`config.mk`:
```
export PLATFORM = sky130hd
export DESIGN_NAME = mux2a1_arb_sched_flat
export DESIGN_NICKNAME = d
export VERILOG_FILES = /design/src/rtl/mux2a1_arb_sched_if.sv /design/src/rtl/mux2a1_arb_sched.sv /design/src/flat_wrapper.sv
export SDC_FILE = /design/constraint.sdc
export NUM_CORES = 1
export LEC_CHECK = 0
export ABC_AREA = 1
export CORE_MARGIN = 5
export CORE_UTILIZATION = 59
export CTS_BUF_LIST = sky130_fd_sc_hd__clkbuf_8
export DETAILED_ROUTE_END_ITERATION = 6
export GPL_TIMING_DRIVEN = 0
export PLACE_DENSITY = 0.82
export SETUP_SLACK_MARGIN = 0.05
export SLEW_MARGIN = 20
export SYNTH_ARGS = -nofsm -noshare
export SYNTH_HDL_FRONTEND = slang
export SYNTH_SLANG_ARGS = --single-unit
export TNS_END_PERCENT = 100
```
`constraint.sdc`:
```
create_clock -name clk -period 3.05 [get_ports clk]
set_input_delay 0.7625 -clock clk [delete_from_list [all_inputs] [get_ports clk]]
set_output_delay 0.7625 -clock clk [all_outputs]
set_load 0.02 [all_outputs]
```
`src/rtl/mux2a1_arb_sched_if.sv`:
```
// Lane bundle for the two-channel 2:1 scheduler.
// The producer/consumer side uses master; the scheduler uses slave.
interface mux2a1_arb_sched_if #(
    parameter int DATA_W = 2
);
    logic              valid0;
    logic [DATA_W-1:0] data_in0;
    logic              valid1;
    logic [DATA_W-1:0] data_in1;
    logic              pause;
    logic              full0;
    logic              full1;
    logic              err0;
    logic              err1;
    logic              selector;
    logic              validout;
    logic [DATA_W-1:0] dataout;

    modport master (
        output valid0, data_in0, valid1, data_in1, pause,
        input  full0, full1, err0, err1,
        input  selector, validout, dataout
    );

    modport slave (
        input  valid0, data_in0, valid1, data_in1, pause,
        output full0, full1, err0, err1,
        output selector, validout, dataout
    );
endinterface

```
`src/rtl/mux2a1_arb_sched.sv`:
```
// Two-channel FIFO scheduler driving a registered 2:1 selector/valid/data lane.
// Define ARB_FIXED_PRIO_EN for strict channel-0 priority on ties.
module mux2a1_arb_sched #(
    parameter int DEPTH  = 4,
    parameter int DATA_W = 2
) (
    input logic              clk,
    input logic              reset,
    mux2a1_arb_sched_if.slave bus
);
    localparam int AW = $clog2(DEPTH);
    localparam int CW = AW + 1;

    typedef enum logic [1:0] {
        IDLE = 2'd0,
        G0   = 2'd1,
        G1   = 2'd2
    } state_t;

    state_t state_q, state_d;

    logic [DATA_W-1:0] mem_q [2][DEPTH];
    logic [DATA_W-1:0] mem_d [2][DEPTH];
    logic [CW-1:0]     cnt_q [2];
    logic [CW-1:0]     cnt_d [2];
    logic [AW-1:0]     wr_q  [2];
    logic [AW-1:0]     wr_d  [2];
    logic [AW-1:0]     rd_q  [2];
    logic [AW-1:0]     rd_d  [2];
    logic [DATA_W-1:0] din   [2];

    logic [1:0] err_q, err_d;
    logic [1:0] vin, full, elig, push, pop;

    logic              last_grant_q, last_grant_d;
    logic              sel_q, sel_d;
    logic              vout_q, vout_d;
    logic [DATA_W-1:0] dout_q, dout_d;

    assign vin    = {bus.valid1, bus.valid0};
    assign din[0] = bus.data_in0;
    assign din[1] = bus.data_in1;

    // Full and eligibility look only at the pre-edge count.
    always_comb begin
        full = '0;
        elig = '0;
        push = '0;
        for (int n = 0; n < 2; n++) begin
            full[n] = (cnt_q[n] == CW'(DEPTH));
            elig[n] = (cnt_q[n] != '0);
            push[n] = vin[n] & ~full[n];
        end
    end

    always_ff @(posedge clk or posedge reset) begin
        if (reset) begin
            state_q <= IDLE;
        end else begin
            state_q <= state_d;
        end
    end

    always_comb begin
        state_d = IDLE;
        if (bus.pause || elig == 2'b00) begin
            state_d = IDLE;
        end else if (elig == 2'b01) begin
            state_d = G0;
        end else if (elig == 2'b10) begin
            state_d = G1;
        end else begin
`ifdef ARB_FIXED_PRIO_EN
            state_d = G0;
`else
            state_d = last_grant_q ? G0 : G1;
`endif
        end
    end

    // The grant taken at this edge is the state being entered.
    always_comb begin
        pop          = '0;
        vout_d       = 1'b0;
        dout_d       = dout_q;
        sel_d        = sel_q;
        last_grant_d = last_grant_q;
        unique case (state_d)
            G0: begin
                pop[0]       = 1'b1;
                vout_d       = 1'b1;
                dout_d       = mem_q[0][rd_q[0]];
                sel_d        = 1'b0;
                last_grant_d = 1'b0;
            end
            G1: begin
                pop[1]       = 1'b1;
                vout_d       = 1'b1;
                dout_d       = mem_q[1][rd_q[1]];
                sel_d        = 1'b1;
                last_grant_d = 1'b1;
            end
            default: ;
        endcase
    end

    always_comb begin
        for (int n = 0; n < 2; n++) begin
            mem_d[n] = mem_q[n];
            wr_d[n]  = wr_q[n];
            rd_d[n]  = rd_q[n];
            if (push[n]) begin
                mem_d[n][wr_q[n]] = din[n];
                wr_d[n] = wr_q[n] + AW'(1);
            end
            if (pop[n]) begin
                rd_d[n] = rd_q[n] + AW'(1);
            end
            cnt_d[n] = cnt_q[n] + CW'(push[n]) - CW'(pop[n]);
        end
        err_d = err_q | (vin & full);
    end

    always_ff @(posedge clk or posedge reset) begin
        if (reset) begin
            mem_q        <= '{default: '0};
            cnt_q        <= '{default: '0};
            wr_q         <= '{default: '0};
            rd_q         <= '{default: '0};
            err_q        <= '0;
            last_grant_q <= 1'b1;
            sel_q        <= 1'b0;
            vout_q       <= 1'b0;
            dout_q       <= '0;
        end else begin
            mem_q        <= mem_d;
            cnt_q        <= cnt_d;
            wr_q         <= wr_d;
            rd_q         <= rd_d;
            err_q        <= err_d;
            last_grant_q <= last_grant_d;
            sel_q        <= sel_d;
            vout_q       <= vout_d;
            dout_q       <= dout_d;
        end
    end

    assign bus.full0    = full[0];
    assign bus.full1    = full[1];
    assign bus.err0     = err_q[0];
    assign bus.err1     = err_q[1];
    assign bus.selector = sel_q;
    assign bus.validout = vout_q;
    assign bus.dataout  = dout_q;
endmodule

```
`src/flat_wrapper.sv`:
```
// flat-port wrapper written by rule: the top's interface ports become plain ports
module mux2a1_arb_sched_flat 
#(
    parameter int DEPTH  = 4,
    parameter int DATA_W = 2
)
  (clk, reset, bus_valid0, bus_data_in0, bus_valid1, bus_data_in1, bus_pause, bus_full0, bus_full1, bus_err0, bus_err1, bus_selector, bus_validout, bus_dataout);
  mux2a1_arb_sched_if #(.DATA_W(DATA_W)) bus_i ();
  input logic clk;
  input logic reset;
  input wire logic [$bits(bus_i.valid0)-1:0] bus_valid0;
  input wire logic [$bits(bus_i.data_in0)-1:0] bus_data_in0;
  input wire logic [$bits(bus_i.valid1)-1:0] bus_valid1;
  input wire logic [$bits(bus_i.data_in1)-1:0] bus_data_in1;
  input wire logic [$bits(bus_i.pause)-1:0] bus_pause;
  output wire logic [$bits(bus_i.full0)-1:0] bus_full0;
  output wire logic [$bits(bus_i.full1)-1:0] bus_full1;
  output wire logic [$bits(bus_i.err0)-1:0] bus_err0;
  output wire logic [$bits(bus_i.err1)-1:0] bus_err1;
  output wire logic [$bits(bus_i.selector)-1:0] bus_selector;
  output wire logic [$bits(bus_i.validout)-1:0] bus_validout;
  output wire logic [$bits(bus_i.dataout)-1:0] bus_dataout;
  assign bus_i.valid0 = bus_valid0;
  assign bus_i.data_in0 = bus_data_in0;
  assign bus_i.valid1 = bus_valid1;
  assign bus_i.data_in1 = bus_data_in1;
  assign bus_i.pause = bus_pause;
  assign bus_full0 = bus_i.full0;
  assign bus_full1 = bus_i.full1;
  assign bus_err0 = bus_i.err0;
  assign bus_err1 = bus_i.err1;
  assign bus_selector = bus_i.selector;
  assign bus_validout = bus_i.validout;
  assign bus_dataout = bus_i.dataout;
  mux2a1_arb_sched #(.DEPTH(DEPTH), .DATA_W(DATA_W)) u_core (.clk(clk), .reset(reset), .bus(bus_i));
endmodule
```
== After elaboration in Yosys (flattened, before gate mapping) ==
Index checks and enable logic that the tools add are counted.
Cells by class
  bitwise operators: 10
  muxes and demuxes: 21
  magnitude comparators: 6
  reductions and logical operators: 8
  add/subtract/negate cells: 8
  equal/unequal tests: 6
Operators with widths (count)
  $mux W2: 10
  $bwmux W8: 2
  $ge A3 B3 Y1 const B: 4
  $not A2 Y3: 4
  $add A2 B1 Y2 const B: 4
  $bmux W2 S2: 2
  $demux W2 S2: 2
  $add A3 B1 Y3: 2
  $eq A3 B3 Y1 const B: 2
  $lt A3 B1 Y1 const B: 2
  $reduce_bool A3 Y1: 2
  $sub A3 B1 Y3: 2
  $eq A2 B1 Y1 const B: 2
  $eq A2 B2 Y1 const B: 2
  $pmux W2 S2: 1
  $mux W1: 3
  $and A1 B1 Y1: 2
  $and A2 B2 Y2: 1
  $logic_and A1 B1 Y1: 2
  $logic_not A2 Y1: 1
  $not A1 Y1: 2
  $or A2 B2 Y2: 1
  $pmux W1 S2: 1
  $reduce_bool A2 Y1: 1
  2 further kinds: 2
Word-level totals
  register bits after elaboration: 37
  logic and storage cells: 78
  bits of input ports: 9

== Logic depth before layout (Yosys ltp) ==
Gate-level depths: netlist of run 1.
  word-level depth: 8
  gate-level depth with buffers: 10
  mapped depth without buffers: 10

== Least setup slack after synthesis of run 1 ==
OpenSTA, ideal clock, no wires.
  path type: input -> register
  start point: input bus_pause
  end point: register u_core.cnt_q[2] (netlist name)
  arrival: 2.166 ns
  data required time: 2.921 ns
  path slack: 0.755 ns
  path buffers: 0
  stages: 8
  cells stage by stage: inv_1 -> o211ai_1 -> ha_1 -> ha_1 -> inv_1 -> ha_1 -> fa_1 -> xor2_1
RTL lines
  start, declared: RTL line flat_wrapper.sv:15  | input wire logic [$bits(bus_i.pause)-1:0] bus_pause;
  end signal, assigned: RTL line mux2a1_arb_sched.sv:137  | cnt_q <= cnt_d;
  end, declared: RTL line mux2a1_arb_sched.sv:24  | logic [CW-1:0] cnt_q [2];

==> results of run 1 <==
-- state kept, by name, indices dropped and copies added, names as in the netlist --
signal	flops
u_core.wr_q	4
u_core.err_q	2
u_core.rd_q	4
u_core.last_grant_q	1
u_core.bus.dataout	2
u_core.mem_q	16
u_core.bus.selector	1
u_core.cnt_q	6
u_core.bus.validout	1
-- metal layers --
| metal | global-route usage [%] | wire length, um | vias up |
|---|---|---|---|
| met5 | 0 | 0 | - |
| met4 | 5.316 | 43 | 0 |
| met3 | 3.494 | 159 | 4 |
| met2 | 30.06 | 1545 | 30 |
| met1 | 22.31 | 1486 | 672 |
| li1 | - | - | 718 |
-- power by group through the flow --
stage          combinational, mW  sequential (mW)  clock (mW)
6_report                    1.09            0.911       0.315
4_1_cts                     1.11            0.912       0.321
3_5_place_dp                1.10            0.917           0
5_1_grt                     1.27            0.945       0.346
3_3_place_gp                1.05            0.909           0
2_1_floorplan              0.799            0.923           0
-- kinds of logic (layout without fill, tap and decap cells) --
kind of cell	after synthesis	in the layout	synth area share [%]
AND/OR/NAND/NOR	112	112	25.14
flip-flops	37	37	47.78
buffers and inverters	39	63	8.060
adder cells (fa/ha/maj)	16	16	11.09
AO/OA/AOI/OAI	9	9	3.416
XOR/XNOR	10	10	4.514
-- metrics by stage --
| stage | power [mW] | cells | hold WS [ps] | util (%) | instance area, sq um |
|---|---|---|---|---|---|
| 2_1_floorplan | 1.722 | 223 | 441.2 | - | 1941 |
| 3_3_place_gp | 1.961 | 283 | 448.8 | 69.48 | 2156 |
| 3_5_place_dp | 2.021 | 283 | 453.3 | 69.48 | 2156 |
| 4_1_cts | 2.346 | 291 | 469.4 | 72.10 | 2237 |
| 5_1_grt | 2.558 | 291 | 489.4 | 72.10 | 2237 |
| 6_report | 2.317 | 291 | 469.6 | 72.10 | 2237 |
-- cell usage after synthesis --
cell type  instances  area share (%)
inv_6              1            0.45
fa_1               2             2.1
clkbuf_2           2            0.52
nand3_1           14             3.6
xor2_1             8             3.6
nor2_2             2            0.64
a31o_2             2            0.90
xnor2_1            2            0.90
o21ai_1            1            0.26
nand2_2            9             2.9
o211ai_1           2            0.77
a211oi_1           2            0.77
dfstp_2            1             1.4
dfrtp_1           36              46
inv_1             35             6.8
nand2_4            3             1.7
inv_4              1            0.32
ha_1              14             9.0
a21oi_1            1            0.26
o21ai_2            1            0.45
nand2_1           72              14
nor2_1            12             2.3
-- worst paths after layout --
check,start,endpoint,slack [ps]
max,bus_pause,u_core.cnt_q[2]$_DFF_PP0_,480
min,u_core.err_q[1]$_DFF_PP0_,u_core.err_q[1]$_DFF_PP0_,470
max reg2reg,u_core.cnt_q[1]$_DFF_PP0_,u_core.cnt_q[2]$_DFF_PP0_,680
min reg2reg,u_core.err_q[1]$_DFF_PP0_,u_core.err_q[1]$_DFF_PP0_,470
max in group asynchronous,reset,u_core.rd_q[2]$_DFFE_PP0N_,1650
min in group asynchronous,reset,u_core.mem_q[7]$_DFFE_PP0P_,930
-- worst max-delay path, cell delays in order --
cell and delay, ps:
clkdlybuf4s50_1 440, inv_1 90, o211ai_1 90, ha_1 280, ha_1 300, inv_1 30, ha_1 180, fa_1 380
xor2_1 170
-- cell type report --
class	instances	area, sq um
clock inverter	3	12.51
multi-input combinational	147	857.1
buffer	2	10.01
sequential	37	927.1
inverter	37	146.4
fill	255	865.8
clock buffer	5	68.82
tap	44	55.05
timing repair buffer	16	160.2
==> results.yml, run 1 <==
power:
  p_leak_nw: 1.184
  p_comb_share_pct: 47.1
  sw_frac_of_total_pct: 41.18
  pwr-share-seq_pct: 39.3
  peakVddDrop_v: 0.0004288
  p_clk_share_pct: 13.6
  powerDensity_nw_per_um2: 1036
  p_int_mw: 1.363
  switching_power_mw: 0.9540
floorplan:
  die_y_um: 67.35
  start_util_pct: 62.54
  dieArea_sq_um: 4536
  row_count: 20
  ioPinCount: 17
  die_x_um: 67.35
  core_region_area_sq_um: 3103
synth:
  ys.warnings.count: 0
  syn_avg_cell_area_sq_um: 8.702
  netlist_area_sq_um: 1941
  synth_seq_cells: 37
  synth_cells: 223
  seq_area_frac_synth_pct: 47.78
  syn_nets: 248
  yosysUniqueCellTypes: 22
setup_path:
  path_max_fanout: 5
  worstPathArrival_ps: 2740
  ff2ff_path_depth: 10
  critPathCaptureType: "register"
  cp-start-kind: "input pin"
  worstSetupPathType: "input pin to register"
  cp.required_ps: 3220
detailed_routing:
  drc: 0
  routed_wl_um: 3234
  wl_per_cell_um: 11.11
  viasPerCell: 4.893
  drt-initial-drc-count: 70
  drtAntennaViolNets: 0
  routed-via-count: 1424
  drtPass1Iterations: 4
clock_tree:
  clockBufferDepth: 2
  cts_resized: 0
  cts_tree: "yes"
  clock-sinks: 37
  cts_setup_buffers: 0
  clk_pin_slew_ps: 70
  root_buffer: "clkbuf_8"
  cts_hold_buffers: 0
  clock_latency_ps: 280
  htreeDepth: 2
  numCtsBuffers: 5
status:
  outcome: "complete, no violations"
placement:
  dp_slack_ps: 174.0
  dp_hpwl_um: 2489
  gp_congestion: 0.7971
  io_buffer_count: 16
timing:
  worstMarginPinSlew_ps: 743.0
  rsz0062_at_grt: "no"
  skew_ps: 3.858
  slew_viol_final: 0
  post-route-min-period_ps: 2573
  slew_headroom_pct: 50.39
  finalSetupTns_ps: 0
  final_hold_viol_count: 0
  fin_crit_sh_pct: 84.36
  setup_viol: 0
  setup_slack_ps: 476.9
  fmax_ghz: 0.3886
worst_hold_path:
  holdPathStages: 1
  hp-class: "register to register"
final_layout:
  final_cell_mix: "nand2_1, inv_1, dfrtp_1"
  final_common_cell: "nand2_1"
  final_nets: 271
  antenna_cells: 0
  area_growth_syn_to_layout_pct: 15.28
  drive_gt1_share_pct: 11.74
flow_run:
  drv_cap: 0
global_routing:
  grt_max_degree: 38
  overflow: 0
  grtUsageTotal_pct: 17.52
  grt_pass1_wl_um: 6037
  antenna_found_initial: 0
  grt_pass1_vias: 1430
No activity file was read; power rests on OpenSTA's default activity.
==> run 2, diff against run 1 <==
- clock period: 3.05 -> 2.4 ns (I/O delays scaled with it)
==> results.yml, run 2 (synthesized netlist as in run 1, its figures left out) <==
global_routing:
  grtUsageMet3_pct: 3.494
  grt_util_met2_pct: 30.06
  antenna_found_initial: 0
  busiest_layer: "met2"
  grt_pass1_wl_um: 6037
  overflow: 0
  grt_pass1_vias: 1430
  grt_max_degree: 38
  use_met1_pct: 22.31
  grtUsageTotal_pct: 17.52
floorplan:
  start_util_pct: 62.54
  ioPinCount: 17
  die_y_um: 67.35
  core_region_area_sq_um: 3103
  die_x_um: 67.35
  row_count: 20
  dieArea_sq_um: 4536
placement:
  placed_cell_area_sq_um: 2156
  placed_cells: 283
  dp_slack_ps: -313.5
  dp_hpwl_um: 2489
  io_buffer_count: 16
  gp_congestion: 0.7971
power:
  p_leak_nw: 1.216
  powerDensity_nw_per_um2: 1328
  peakVddDrop_v: 0.0005514
  power_mw: 3.050
detailed_routing:
  drtPass1Iterations: 4
  drt-initial-drc-count: 77
  viasPerCell: 4.865
  drtAntennaViolNets: 0
  routed_wl_um: 3403
  routed-via-count: 1440
  drc: 0
  wl_per_cell_um: 11.50
timing:
  whs_ps: 469.8
  final_hold_viol_count: 0
  skew_ps: 4.820
  slew_viol_final: 0
  fmax_ghz: 0.4392
  rsz0062_at_grt: "yes"
  finalSetupTns_ps: 0
  worstMarginPinSlew_ps: 750.8
  fin_crit_sh_pct: 94.86
  slew_headroom_pct: 49.87
  setup_viol: 0
  post-route-min-period_ps: 2277
  setup_slack_ps: 123.3
final_layout:
  finalNonFillerCells: 296
  area_growth_syn_to_layout_pct: 18.31
  final_area_sq_um: 2296
  largest_register_ff_count: 16
  fin_util_pct: 73.99
  final_common_cell: "nand2_1"
  drive_gt1_share_pct: 15.87
  fillers: 240
  largest_register: "u_core.mem_q"
  largestRegisters: "u_core.mem_q: 16 flops, u_core.cnt_q: 6 flops"
  final_cell_mix: "nand2_1, inv_1, dfrtp_1"
  antenna_cells: 0
  final_nets: 276
worst_hold_path:
  min_from: "u_core.mem_q[9]$_DFFE_PP0P_"
  hp-class: "register to register"
clock_tree:
  cts_tree: "yes"
  clock-sinks: 37
  htreeDepth: 2
  root_buffer: "clkbuf_8"
  cts_hold_buffers: 0
  clockBufferDepth: 2
  clock_latency_ps: 280
  numCtsBuffers: 5
  clk_pin_slew_ps: 70
setup_path:
  cp-start-kind: "register"
  crit_buf_inv: 2
  worstSetupPathType: "register to register"
  cp_cell_sequence: "nor2_2 > nand2_2 > inv_1 > o211ai_1 > ha_2 > ha_1 > inv_1 > ha_1 > fa_1 > xor2_1"
  critPathMaxStageDelay_ps: 400
  crit_family: "adder cells"
  path_max_fanout: 3
  cp.required_ps: 2560
  crit_slowest_cell: "dfrtp_1"
  critPathLaunch: "u_core.cnt_q[3]$_DFF_PP0_"
  critPathCaptureType: "register"
  worstPathArrival_ps: 2430
  r2r-start: "u_core.cnt_q[3]$_DFF_PP0_"
flow_run:
  drv_cap: 0
status:
  outcome: "complete, no violations"
## run 2: cell types whose count changed in the layout (fill, tap and decap cells not counted), sizes merged
cell / delta
buf: +5
dlymetal6s2s: +1
clkdlybuf4s50: -1
## run 2: area by class of cell
| cell class | count | area (sq um) | share of cell area (%) |
|---|---|---|---|
| buffer | 2 | 10.01 | 0.4360 |
| clock buffer | 5 | 68.82 | 2.997 |
| clock inverter | 3 | 12.51 | 0.5450 |
| inverter | 37 | 146.4 | 6.376 |
| multi-input combinational | 147 | 874.6 | 38.09 |
| sequential | 37 | 928.4 | 40.44 |
| tap | 44 | 55.05 | 2.398 |
| timing repair buffer | 21 | 200.2 | 8.719 |
## run 2: metal layers
layer	vias to the layer above	part of all wire, %
li1	729	-
met1	685	47
met2	22	48
met3	4	4.1
met4	0	1.3
met5	-	0
## run 2: timing repair
action / 4_1_cts / 5_1_grt
pin swaps: 0 / 2
hold endpoints to repair: 0 / 0
resized for setup: 2 / 6
setup endpoints to repair: 2 / 3
buffers inserted: 0 / 5
## run 2: final timing paths
kind,slack [ps],cells past startpoint,endpoint
min,470,2,u_core.mem_q[9]$_DFFE_PP0P_
max in group asynchronous,1110,2,u_core.cnt_q[1]$_DFF_PP0_
min in group asynchronous,770,2,u_core.mem_q[7]$_DFFE_PP0P_
min reg2reg,470,2,u_core.mem_q[9]$_DFFE_PP0P_
max reg2reg,120,10,u_core.cnt_q[5]$_DFF_PP0_
max,120,10,u_core.cnt_q[5]$_DFF_PP0_
## run 2: worst register-to-register path, stage by stage, from the launching register on
cell,delay (ps)
dfrtp_1,400
nor2_2,200
nand2_2,110
inv_1,90
o211ai_1,90
ha_2,210
ha_1,280
inv_1,40
ha_1,180
fa_1,380
xor2_1,170
## run 2: power breakdown
part	total [mW]	switching [mW]	internal (mW)
registers	1.17	0.214	0.953
logic	1.48	0.836	0.647
clock network	0.401	0.205	0.195
total	3.05	1.26	1.79
